File: config.mk
export PLATFORM = sky130hd
export DESIGN_NAME = seg7_bcd_display
export DESIGN_NICKNAME = d
export VERILOG_FILES = /design/src/rtl/seg7_bcd_display.sv
export SDC_FILE = /design/constraint.sdc
export NUM_CORES = 1
export LEC_CHECK = 0
export CAP_MARGIN = 0
export CORE_ASPECT_RATIO = 0.6
export CORE_UTILIZATION = 59
export CTS_BUF_LIST = sky130_fd_sc_hd__clkbuf_8
export CTS_CLUSTER_DIAMETER = 150
export DETAILED_ROUTE_END_ITERATION = 10
export PLACE_DENSITY = 0.82
export SLEW_MARGIN = 20
export SYNTH_ARGS = -nofsm -noshare
export SYNTH_HDL_FRONTEND = slang
export SYNTH_SLANG_ARGS = --single-unit
File: constraint.sdc
create_clock -name clk -period 3.7 [get_ports clk]
set_input_delay 0.74 -clock clk [delete_from_list [all_inputs] [get_ports clk]]
set_output_delay 0.74 -clock clk [all_outputs]
set_load 0.1 [all_outputs]
File: src/rtl/seg7_bcd_display.sv
// Multi-digit 7-segment driver: sequential binary-to-BCD (shift-add-3), active-low encoding,
// leading-zero blanking, decimal points and overflow dashes. Optional hex mode: SEG7_HEX_MODE_EN.
module seg7_bcd_display #(
   parameter int DIGITS = 6,
   parameter int WIDTH  = 20
) (
   input  logic                  clk,
   input  logic                  reset,
   input  logic                  load,
   input  logic [WIDTH-1:0]      value,
   input  logic [DIGITS-1:0]     dp,
   input  logic                  lzb,
`ifdef SEG7_HEX_MODE_EN
   input  logic                  hexmode,
`endif
   output logic                  busy,
   output logic                  done,
   output logic                  ovf,
   output logic [8*DIGITS-1:0]   hex
);

   localparam int          BW      = 4 * DIGITS;
   localparam int          CW      = $clog2(WIDTH + 1);
   localparam logic [31:0] MAX_DEC = 32'(10 ** DIGITS);

   typedef enum logic [1:0] {
      S_IDLE,
      S_CONVERT,
      S_UPDATE,
      S_DONE
   } state_t;

   state_t              state_q;
   logic [WIDTH-1:0]    sr_q, sr_d;
   logic [BW-1:0]       bcd_q, bcd_d, adj;
   logic [CW-1:0]       cnt_q;
   logic [DIGITS-1:0]   dp_q;
   logic                lzb_q;
   logic                ovf_pend_q;
   logic                busy_q, done_q, ovf_q;
   logic [8*DIGITS-1:0] hex_q, hex_d;
   logic [BW-1:0]       nibbles;
   logic                lead;
   logic [7:0]          seg;

`ifdef SEG7_HEX_MODE_EN
   logic                hexmode_q;
   logic [BW+WIDTH-1:0] hex_wide;
   // Zero-extend so nibbles above WIDTH read as 0; truncation drops nothing displayable.
   assign hex_wide = {{BW{1'b0}}, sr_q};
`endif

   function automatic logic [7:0] seg_encode(input logic [3:0] n);
      case (n)
         4'h0: return 8'hC0;
         4'h1: return 8'hF9;
         4'h2: return 8'hA4;
         4'h3: return 8'hB0;
         4'h4: return 8'h99;
         4'h5: return 8'h92;
         4'h6: return 8'h82;
         4'h7: return 8'hF8;
         4'h8: return 8'h80;
         4'h9: return 8'h90;
         4'hA: return 8'h88;
         4'hB: return 8'h83;
         4'hC: return 8'hC6;
         4'hD: return 8'hA1;
         4'hE: return 8'h86;
         default: return 8'h8E;
      endcase
   endfunction

   // One shift-add-3 step: correct nibbles >= 5, then shift {bcd, binary} left.
   always_comb begin
      // NOTE: every variable gets a default before any conditional write so no latch is inferred.
      adj = bcd_q;
      for (int i = 0; i < DIGITS; i++) begin
         if (bcd_q[4*i +: 4] >= 4'd5) adj[4*i +: 4] = bcd_q[4*i +: 4] + 4'd3;
      end
      bcd_d = {adj[BW-2:0], sr_q[WIDTH-1]};
      sr_d  = sr_q << 1;
   end

   always_comb begin
      nibbles = bcd_q;
`ifdef SEG7_HEX_MODE_EN
      if (hexmode_q) nibbles = hex_wide[BW-1:0];
`endif
      hex_d = '1;
      lead  = 1'b1;
      seg   = 8'hFF;
      // Scan from the most significant digit so "lead" is true only above the first nonzero digit.
      for (int i = DIGITS - 1; i >= 0; i--) begin
         seg = seg_encode(nibbles[4*i +: 4]);
         if (nibbles[4*i +: 4] != 4'd0) lead = 1'b0;
         if (lzb_q && lead && i != 0) seg = 8'hFF;
         if (ovf_pend_q) seg = 8'hBF;
         if (dp_q[i]) seg[7] = 1'b0;
         hex_d[8*i +: 8] = seg;
      end
   end

   always_ff @(posedge clk) begin
      // NOTE: non-blocking assignments keep every register sampling pre-edge values.
      if (reset) begin
         state_q    <= S_IDLE;
         sr_q       <= '0;
         bcd_q      <= '0;
         cnt_q      <= '0;
         dp_q       <= '0;
         lzb_q      <= 1'b0;
         ovf_pend_q <= 1'b0;
         busy_q     <= 1'b0;
         done_q     <= 1'b0;
         ovf_q      <= 1'b0;
         hex_q      <= '1;
`ifdef SEG7_HEX_MODE_EN
         hexmode_q  <= 1'b0;
`endif
      end else begin
         done_q <= 1'b0;
         case (state_q)
            S_IDLE: begin
               if (load) begin
                  sr_q       <= value;
                  bcd_q      <= '0;
                  cnt_q      <= CW'(WIDTH);
                  dp_q       <= dp;
                  lzb_q      <= lzb;
                  ovf_pend_q <= (32'(value) >= MAX_DEC);
                  busy_q     <= 1'b1;
                  state_q    <= S_CONVERT;
`ifdef SEG7_HEX_MODE_EN
                  hexmode_q  <= hexmode;
                  if (hexmode) begin
                     ovf_pend_q <= 1'b0;
                     state_q    <= S_UPDATE;
                  end
`endif
               end
            end
            S_CONVERT: begin
               bcd_q <= bcd_d;
               sr_q  <= sr_d;
               cnt_q <= cnt_q - CW'(1);
               if (cnt_q == CW'(1)) state_q <= S_UPDATE;
            end
            S_UPDATE: begin
               hex_q   <= hex_d;
               ovf_q   <= ovf_pend_q;
               done_q  <= 1'b1;
               state_q <= S_DONE;
            end
            S_DONE: begin
               // Busy stays high through the done cycle so a load there is ignored.
               busy_q  <= 1'b0;
               state_q <= S_IDLE;
            end
            default: state_q <= S_IDLE;
         endcase
      end
   end

   assign busy = busy_q;
   assign done = done_q;
   assign ovf  = ovf_q;
   assign hex  = hex_q;

endmodule

==> impl_metrics.ini <==
[cts]
cts_hold_buf = 0
postCtsSetupRepairBufs = 0
clk_pin_slew_worst_paths_ps = 90
clockBufferDepth = 2
cts_tree = yes
insertion_delay_ps = 470
cts_resized = 0
cts.sinks = 152
cts_buffers = 17
htree_levels = 4
cts_root_buffer = clkbuf_8

[worst_setup_path]
start_kind = input pin
crit_type = in2reg
end_kind = flip-flop
critPathMaxFanout = 15
crit_required_ps = 4040
arrival_ps = 3320

[logic_synthesis]
yosys.area_share.simple_pct = 14.96
synth_mux_area_share_pct = 7.642
synth-xor-area-share_pct = 1.065
async_flop_share_pct = 0
synthFlopType = dfxtp_1
synth-compound-area-share_pct = 19.51
synth_fa_ha_area_share_pct = 9.975
synth.distinct_cells = 69
synth.avg_cell_area_um2 = 9.148
synth_top_family_by_area = compound AO/OA/AOI/OAI gates
seq_area_frac_synth_pct = 41.12
synth-edff-count = 0
netlist_area_mm2 = 0.007401
syn-instance-count = 809
ys_warn_count = 0
syn_nets = 898
ys_seq_elements = 152

[grt]
grt_max_degree = 52
grt_pass1_vias = 5866
grt_overflow = 0
antenna_found_initial = 0
grt_util_all_layers_pct = 28.80
grt_first_pass_wirelength_um = 29220

[drt]
postRouteAntennaNets = 0
drc = 0
drtIter0Drc = 488
first_pass_iters = 5
routed_wl_um = 17990
vias = 6277
viasPerCell = 5.961
routedWlPerCell_um = 17.08

[floorplanning]
start_util_pct = 60.96
die-area_mm2 = 0.01301
core_area_mm2 = 0.01214
rows = 31
die_w_um = 146.6
die_h_um = 88.76
ios = 81

[power_and_ir_drop]
powerDensity_mw_per_mm2 = 711.3
p_leak_nw = 3.459
vdd.ir_drop.worst_uv = 418.0

[sta]
fmax_mhz = 336.1
max-slew-margin-rel_pct = 31.41
rsz0062_at_grt = false
final_hold_viol_count = 0
worst_slew_pin_slew_ps = 1025
min_period_ps = 2976
fin_setup_tns_ps = 0
period_share_pct = 80.42
setup_viol = 0
fin_skew_ps = 9.803
drv_slew = 0

[layout]
final_cell_area_mm2 = 0.008625
area_delta_synth_final_pct = 16.53
final_cell_mix = 152 x dfxtp_1, 96 x nand2_1, 79 x clkdlybuf4s50_1
nets = 964
drive_above_1_share_pct = 8.784
final_common_cell = dfxtp_1
antenna_cells = 0

[place]
numPortBuffers = 80
place_hpwl_um = 12540
place_area_mm2 = 0.008269
routabilityCongestion = 0.8633

[job]
cap_violations = 0

[hold_path]
hold_class = reg2reg

[run_status]
outcome = finished clean
[final timing paths]
kind	to	slack, ps	depth (start not counted)	startpoint
setup / recovery	flip-flop	720	8	load
hold / removal	hex[38]	450	2	flip-flop
setup reg to reg	flip-flop	790	9	state_q[0]
hold reg to reg	hex[38]	450	2	flip-flop
[layer usage]
layer / global-route usage (%) / share of wire, % / wire [um] / vias up
li1: - / - / - / 2998
met1: 37.68 / 46 / 8341 / 2998
met2: 47.22 / 45 / 8140 / 254
met3: 5.567 / 6.8 / 1220 / 27
met4: 12.31 / 1.6 / 285 / 0
met5: 0 / 0 / 0 / -
[worst max-delay path: stages]
cell             delay (ps)
clkdlybuf4s50_1         580
nand2b_1                180
nand2_2                 180
nor2_4                  430
a22o_1                  320
inv_1                   140
ha_1                    270
mux4_2                  470
[layout make-up]
type | count | area (um2)
Multi-Input combinational cell | 560 | 3936
Fill cell | 856 | 3516
Sequential cell | 152 | 3043
Timing Repair Buffer | 92 | 885.9
Clock buffer | 17 | 234.0
Tap cell | 165 | 206.4
Inverter | 52 | 197.7
Clock inverter | 15 | 121.4
[kinds of logic after synthesis]
| family | count (synthesis) |
|---|---|
| AOI/OAI and AO/OA | 207 |
| and+or+nand+nor | 233 |
| xor gates and xnor gates | 9 |
| DFF | 152 |
| adders and majority gates | 59 |
| muxes | 52 |
| buffers and inverters | 97 |
[report_power, final]
part | internal, mW | total, mW | switching [mW]
Combinational | 0.751 | 2.85 | 2.10
Sequential | 1.95 | 2.14 | 0.186
Clock | 0.474 | 1.15 | 0.678
Total | 3.17 | 6.13 | 2.96
[synthesized netlist by cell type, drive strengths merged, types with 3 or more instances]
master,count,area (um2)
and2,6,37.54
a2bb2oi,8,101.4
inv,52,197.7
a22oi,10,90.09
nor2,58,246.5
mux2,3,33.78
ha,59,738.2
o32ai,4,42.55
mux2i,46,464.2
o31ai,5,42.54
nor3,7,35.03
nand3,14,70.07
a32oi,4,53.81
a31oi,11,68.82
o22ai,47,294.0
dfxtp,152,3043
a21oi,37,185.2
or2,4,25.03
o21ai,33,165.2
buf,21,135.1
nand2,97,366.6
a22o,13,115.1
nor3b,10,75.07
xnor2,7,61.31
nand4,3,18.77
and3,3,18.77
or3,4,25.02
a211oi,22,165.2
mux4,3,67.56
nor2b,6,37.54
clkbuf,24,91.33
nand3b,4,30.03
nand2b,10,62.56
[metrics by stage]
step	total power, mW	util (%)	hold slack, ps	std cells	setup slack (ps)
3_3_place_gp	4.903	68.11	432.7	1021	465.2
3_5_place_dp	4.988	68.11	438.5	1021	316.3
2_1_floorplan	4.335	-	424.3	809	1050
5_1_grt	6.405	71.04	468.5	1053	591.3
4_1_cts	6.136	71.04	452.7	1053	800.3
6_report	6.135	71.04	446.7	1053	724.4
No activity file was read; power rests on OpenSTA's default activity.
==> edit 1: new RTL, config.mk and constraints unchanged <==
`DIGITS`: 6 -> 8.
--- a/src/rtl/seg7_bcd_display.sv
+++ b/src/rtl/seg7_bcd_display.sv
@@ -1,7 +1,7 @@
 // Multi-digit 7-segment driver: sequential binary-to-BCD (shift-add-3), active-low encoding,
 // leading-zero blanking, decimal points and overflow dashes. Optional hex mode: SEG7_HEX_MODE_EN.
 module seg7_bcd_display #(
-   parameter int DIGITS = 6,
+   parameter int DIGITS = 8,
    parameter int WIDTH  = 20
 ) (
    input  logic                  clk,
Ports: changed (resized dp and hex); port bits go from 81 to 99. The function was not compared with the original's and may differ.
==> edit 1 against the original RTL <==
Design area is 24% higher; largest cell class unchanged; sequential cell count is 31 higher; worst setup slack worse by 0.016 ns; wire length is 11% higher; synthesized area is 24% higher; power is 16% higher; register-to-register slack worse by 0.04 ns.
==> edit 1: results (changes against the original RTL) <==
* Status: complete, no violations (unchanged)
* Placed cells at 1253 (was 1021)
* Compound-cell area share of the yosys netlist at 18.25% (was 19.51%)
* Final Skew at 0.01712 ns (was 0.009803 ns)
* XOR/XNOR Fraction of Synth Area at 1.148% (was 1.065%)
* Critical Path AT at 3.34 ns (was 3.32 ns)
* Synth top area cells: dfxtp_1 (40%), ha_1 (10%), mux2i_1 (4.9%) (was dfxtp_1 (41%), ha_1 (10%), mux2i_1 (6.1%))
* Wirelength per Cell at 15.60 µm (was 17.08 µm)
* Crit-path max FO at 9 (was 15)
* Mux share of post-synthesis cell area at 7.014% (was 7.642%)
* Final HPWL DP at 13690 µm (was 12540 µm)
* Largest net degree at the start of global routing at 79 (was 52)
* Adder-Cell Fraction of Synth Area at 10.39% (was 9.975%)
* Critical path's top delay family: buffers and inverters (was simple AND/OR/NAND/NOR gates)
* Nets at 1182 (was 964)
* Synth unique cells at 71 (was 69)
* Vias in the first global route at 6801 (was 5866)
* Register area share after synthesis at 40.03% (was 41.12%)
* Post-DR vias/cell at 5.731 (was 5.961)
* Initial DRC count at 541 (was 488)
* First-pass GRT wire length at 33940 µm (was 29220 µm)
* Leak at 0.004256 µW (was 0.003459 µW)
* Worst slack, placed at 0.2171 ns (was 0.3163 ns)
* Syn_nets at 1106 (was 898)
* Tightest Pin Transition at 0.9954 ns (was 1.025 ns)
* Via Count at 7358 (was 6277)
* Gpl congestion at 0.9094 (was 0.8633)
* All-layer global routing usage at 26.08% (was 28.80%)
* Filler cell count at 1146 (was 856)
* Port Buffers at 97 (was 80)
[edit 1: final cells by class]
| class | instances | share of cell area [%] |
|---|---|---|
| timing repair buffer | 119 | 10.72 |
| tap | 198 | 2.317 |
| multi-input combinational | 698 | 46.98 |
| clock buffer | 17 | 2.188 |
| clock inverter | 14 | 1.615 |
| inverter | 55 | 1.931 |
| sequential | 183 | 34.26 |
[edit 1: logic make-up (layout without fill, tap and decap cells)]
group                      count (synthesis)  after routing
AOI/OAI and AO/OA                        247            247
other                                      1              1
buffers and inverters                    117            205
xor gates and xnor gates                  12             12
DFF                                      183            183
adders and majority gates                 76             76
muxes                                     55             55
and+or+nand+nor                          307            307
[edit 1: path summary, 6_finish.rpt]
kind,to,slack (ns),cells after the start
max,register,0.71,8
min,dp_q[4],0.46,2
max reg2reg,register,0.75,12
min reg2reg,dp_q[4],0.46,2
[edit 1: power by group through the flow]
stage | sequential [µW] | combinational (µW) | clock [µW]
after floorplan | 3820 | 1170 | 0
after global placement | 2530 | 3170 | 0
after detailed placement | 2540 | 3210 | 0
after CTS | 2500 | 3220 | 1450
after global routing | 2540 | 3410 | 1530
final | 2500 | 3210 | 1420
[edit 1: tightest hold or removal path: cells and delay by family, from the launching register on]
family / cells / cell delay (ns)
DFF: 1 / 0.32
AOI/OAI and AO/OA: 1 / 0.05
and+or+nand+nor: 1 / 0.05
[edit 1: metal layers]
| metal | vias to the layer above | track usage [%] | part of all wire (%) |
|---|---|---|---|
| met2 | 202 | 38.43 | 43 |
| met3 | 20 | 4.040 | 4.9 |
| li1 | 3668 | - | - |
| met4 | 0 | 6.326 | 0.97 |
| met1 | 3468 | 39.61 | 51 |
| met5 | - | 0 | 0 |
==> edit 2: new RTL, config.mk and constraints unchanged <==
Made on the original files. The 4 states of `state_t` get a Gray code encoding in 2 bits.
--- a/src/rtl/seg7_bcd_display.sv
+++ b/src/rtl/seg7_bcd_display.sv
@@ -24,10 +24,10 @@
    localparam logic [31:0] MAX_DEC = 32'(10 ** DIGITS);
 
    typedef enum logic [1:0] {
-      S_IDLE,
-      S_CONVERT,
-      S_UPDATE,
-      S_DONE
+      S_IDLE    = 2'b00,
+      S_CONVERT = 2'b01,
+      S_UPDATE  = 2'b11,
+      S_DONE    = 2'b10
    } state_t;
 
    state_t              state_q;
Formal check against the unedited RTL: no difference found for any inputs over 10 cycles, from zero or initial values and one cycle with reset high; not proved beyond that.
==> edit 2 against the original RTL <==
Worst hold slack got worse by 0.0029 ns; wire length grew 1.7%; non-clock buffer count increased by 5; synthesized area is 0.30% higher; sequential cell count unchanged; register-to-register slack worse by 0.17 ns; design area up 1.5%; fmax down 3.3%; worst setup slack got worse by 0.10 ns; largest cell class unchanged; highest routed layer unchanged.
Power is not compared: it rests on default switching activity, and its combinational part moved more than twofold at a synthesized area within 25%.
==> edit 2: results (changes against the original RTL) <==
* CTS Buf Count at 17 (unchanged)
* Worst r2r src: state_q[0] (unchanged)
* FFs w/ async S/R, synth at 0% (unchanged)
* Via Count at 6559 (was 6277)
* First-pass GRT wire length at 30500 µm (was 29220 µm)
* VDD IR max at 0.2786 mV
* Post-synth top cells: dfxtp_1 (152), nand2_1 (78), a21oi_1 (62), nor2_1 (61) (was dfxtp_1 (152), nand2_1 (96), ha_1 (59), nor2_1 (54))
* H-Tree Level Count at 4 (unchanged)
* XOR/XNOR Fraction of Synth Area at 0.9439% (was 1.065%)
* Initial DRC count at 542 (was 488)
* ANT cells at 0 (unchanged)
* Syn_nets at 923 (was 898)
* Leak at 0.003540 µW
* Initial antenna violation count at 0 (unchanged)
* Critical Path AT at 3.39 ns (was 3.32 ns)
* Worst Hold Slack at 0.4439 ns (was 0.4467 ns)
* Hold Crit Class: reg2reg (unchanged)
* Max clock buf depth at 2 (unchanged)
* Nets at 987 (was 964)
* # Post-CTS Setup Buffers at 0 (unchanged)
* Largest family of logic cells by synthesized area: compound AO/OA/AOI/OAI gates (unchanged)
* Fin. max-slew vios at 0 (unchanged)
* Worst-Skew Late Latency at 0.44 ns (was 0.47 ns)
* All-layer global routing usage at 29.21% (was 28.80%)
* Tightest Pin Transition at 1.016 ns (was 1.025 ns)
* Cell internal pwr at 2547 µW
* Min-Delay Path Depth at 2 (unchanged)
* Register area share after synthesis at 40.99% (was 41.12%)
* Worst-path clk slew at 0.08 ns
* Final HPWL DP at 12380 µm (was 12540 µm)
* R2r setup slk at 0.62 ns (was 0.79 ns)
* Filler cell count at 938 (was 856)
* Clock root buffer master: clkbuf_8 (unchanged)
* Status: complete, no violations (unchanged)
* Vias in the first global route at 6083 (was 5866)
* Adder-Cell Fraction of Synth Area at 9.270% (was 9.975%)
* Synth unique cells at 73 (was 69)
* Hold buffer count at cts at 0 (unchanged)
* Number of synthesis warnings at 0 (unchanged)
* Final Skew at 0.01592 ns (was 0.009803 ns)
* Compound-cell area share of the yosys netlist at 24.12% (was 19.51%)
* Reg2Reg Depth at 10 (was 9)
* Mux share of post-synthesis cell area at 2.815% (was 7.642%)
* Port Buffers at 80 (unchanged)
* Routed wire length at 18290 µm (was 17990 µm)
* Largest net degree at the start of global routing at 87 (was 52)
* Pre-antenna DRT Iters at 8 (was 5)
* Crit-path max FO at 11 (was 15)
* Cts repair resizes at 0 (unchanged)
* Share of cells above drive strength 1 at 9.200% (was 8.784%)
* Synth top area cells: dfxtp_1 (41%), ha_1 (9.3%), a21oi_1 (4.2%) (was dfxtp_1 (41%), ha_1 (10%), mux2i_1 (6.1%))
* Hold Path Sink: hex[37] (was hex[38])
* Gpl congestion at 0.9242 (was 0.8633)
* Worst slack, placed at 0.2651 ns (was 0.3163 ns)
==> edit 2: changes by cell type after synthesis, sizes merged, moves of 8 or more <==
cell	delta
a211oi	-9
inv	-9
a22o	-9
nor3	+13
nand2	-15
o21ai	+25
mux2i	-33
a21o	+11
a31oi	-8
a21oi	+31
==> edit 2: logic make-up after synthesis <==
family / after synthesis
AO/OA/AOI/OAI: 266
AND/OR/NAND/NOR: 244
flip-flops: 152
buffers and inverters: 95
adder cells (fa/ha/maj): 55
multiplexers: 18
XOR/XNOR: 8
==> edit 2: final cells by class <==
class | count | share of cell area [%]
tap | 165 | 2.358
sequential | 152 | 34.76
clock inverter | 11 | 1.958
timing repair buffer | 97 | 10.69
inverter | 43 | 1.844
multi-input combinational | 591 | 45.40
clock buffer | 19 | 2.987
==> edit 2: power groups by stage <==
stage	combinational [µW]	sequential (µW)	clock (µW)
final	286	1710	1380
after global routing	310	1710	1470
after detailed placement	282	1740	0
after CTS	284	1710	1400
after floorplan	157	1770	0
after global placement	273	1740	0
==> edit 2: worst max-delay path by stage <==
stage | slack [ns] | start | endpoint | cells after the start
after floorplan | 1.04 | load | register | 11
after global placement | 0.40 | load | register | 9
after detailed placement | 0.27 | load | register | 10
after CTS | 0.70 | state_q[0] | register | 10
after global routing | 0.45 | state_q[0] | register | 10
final | 0.62 | state_q[0] | register | 10
==> edit 2: routing by layer <==
metal | routed length [µm] | global-route usage [%] | up-vias
met5 | 0 | 0 | -
met4 | 222 | 8.902 | 0
met3 | 1040 | 4.948 | 23
met2 | 8115 | 47.13 | 255
met1 | 8908 | 40.40 | 3134
li1 | - | - | 3147
==> edit 2: per-stage QoR <==
stage	cell area (µm²)	std cells	utilization [%]	power [µW]
2_1_floorplan	7423	838	-	1929
3_3_place_gp	8320	1048	68.54	2015
3_5_place_dp	8320	1048	68.54	2026
4_1_cts	8753	1078	72.10	3390
5_1_grt	8753	1078	72.10	3493
6_report	8753	1078	72.10	3375
==> edit 2: critical path, stage by stage, from the launching register on <==
cell and delay, ns:
dfxtp_1 0.69, inv_2 0.07, nor2_1 0.47, buf_4 0.25, a22oi_1 0.09, nor2_1 0.37
inv_1 0.18, ha_1 0.28, and2_1 0.17, a311oi_1 0.30, nor3_1 0.09
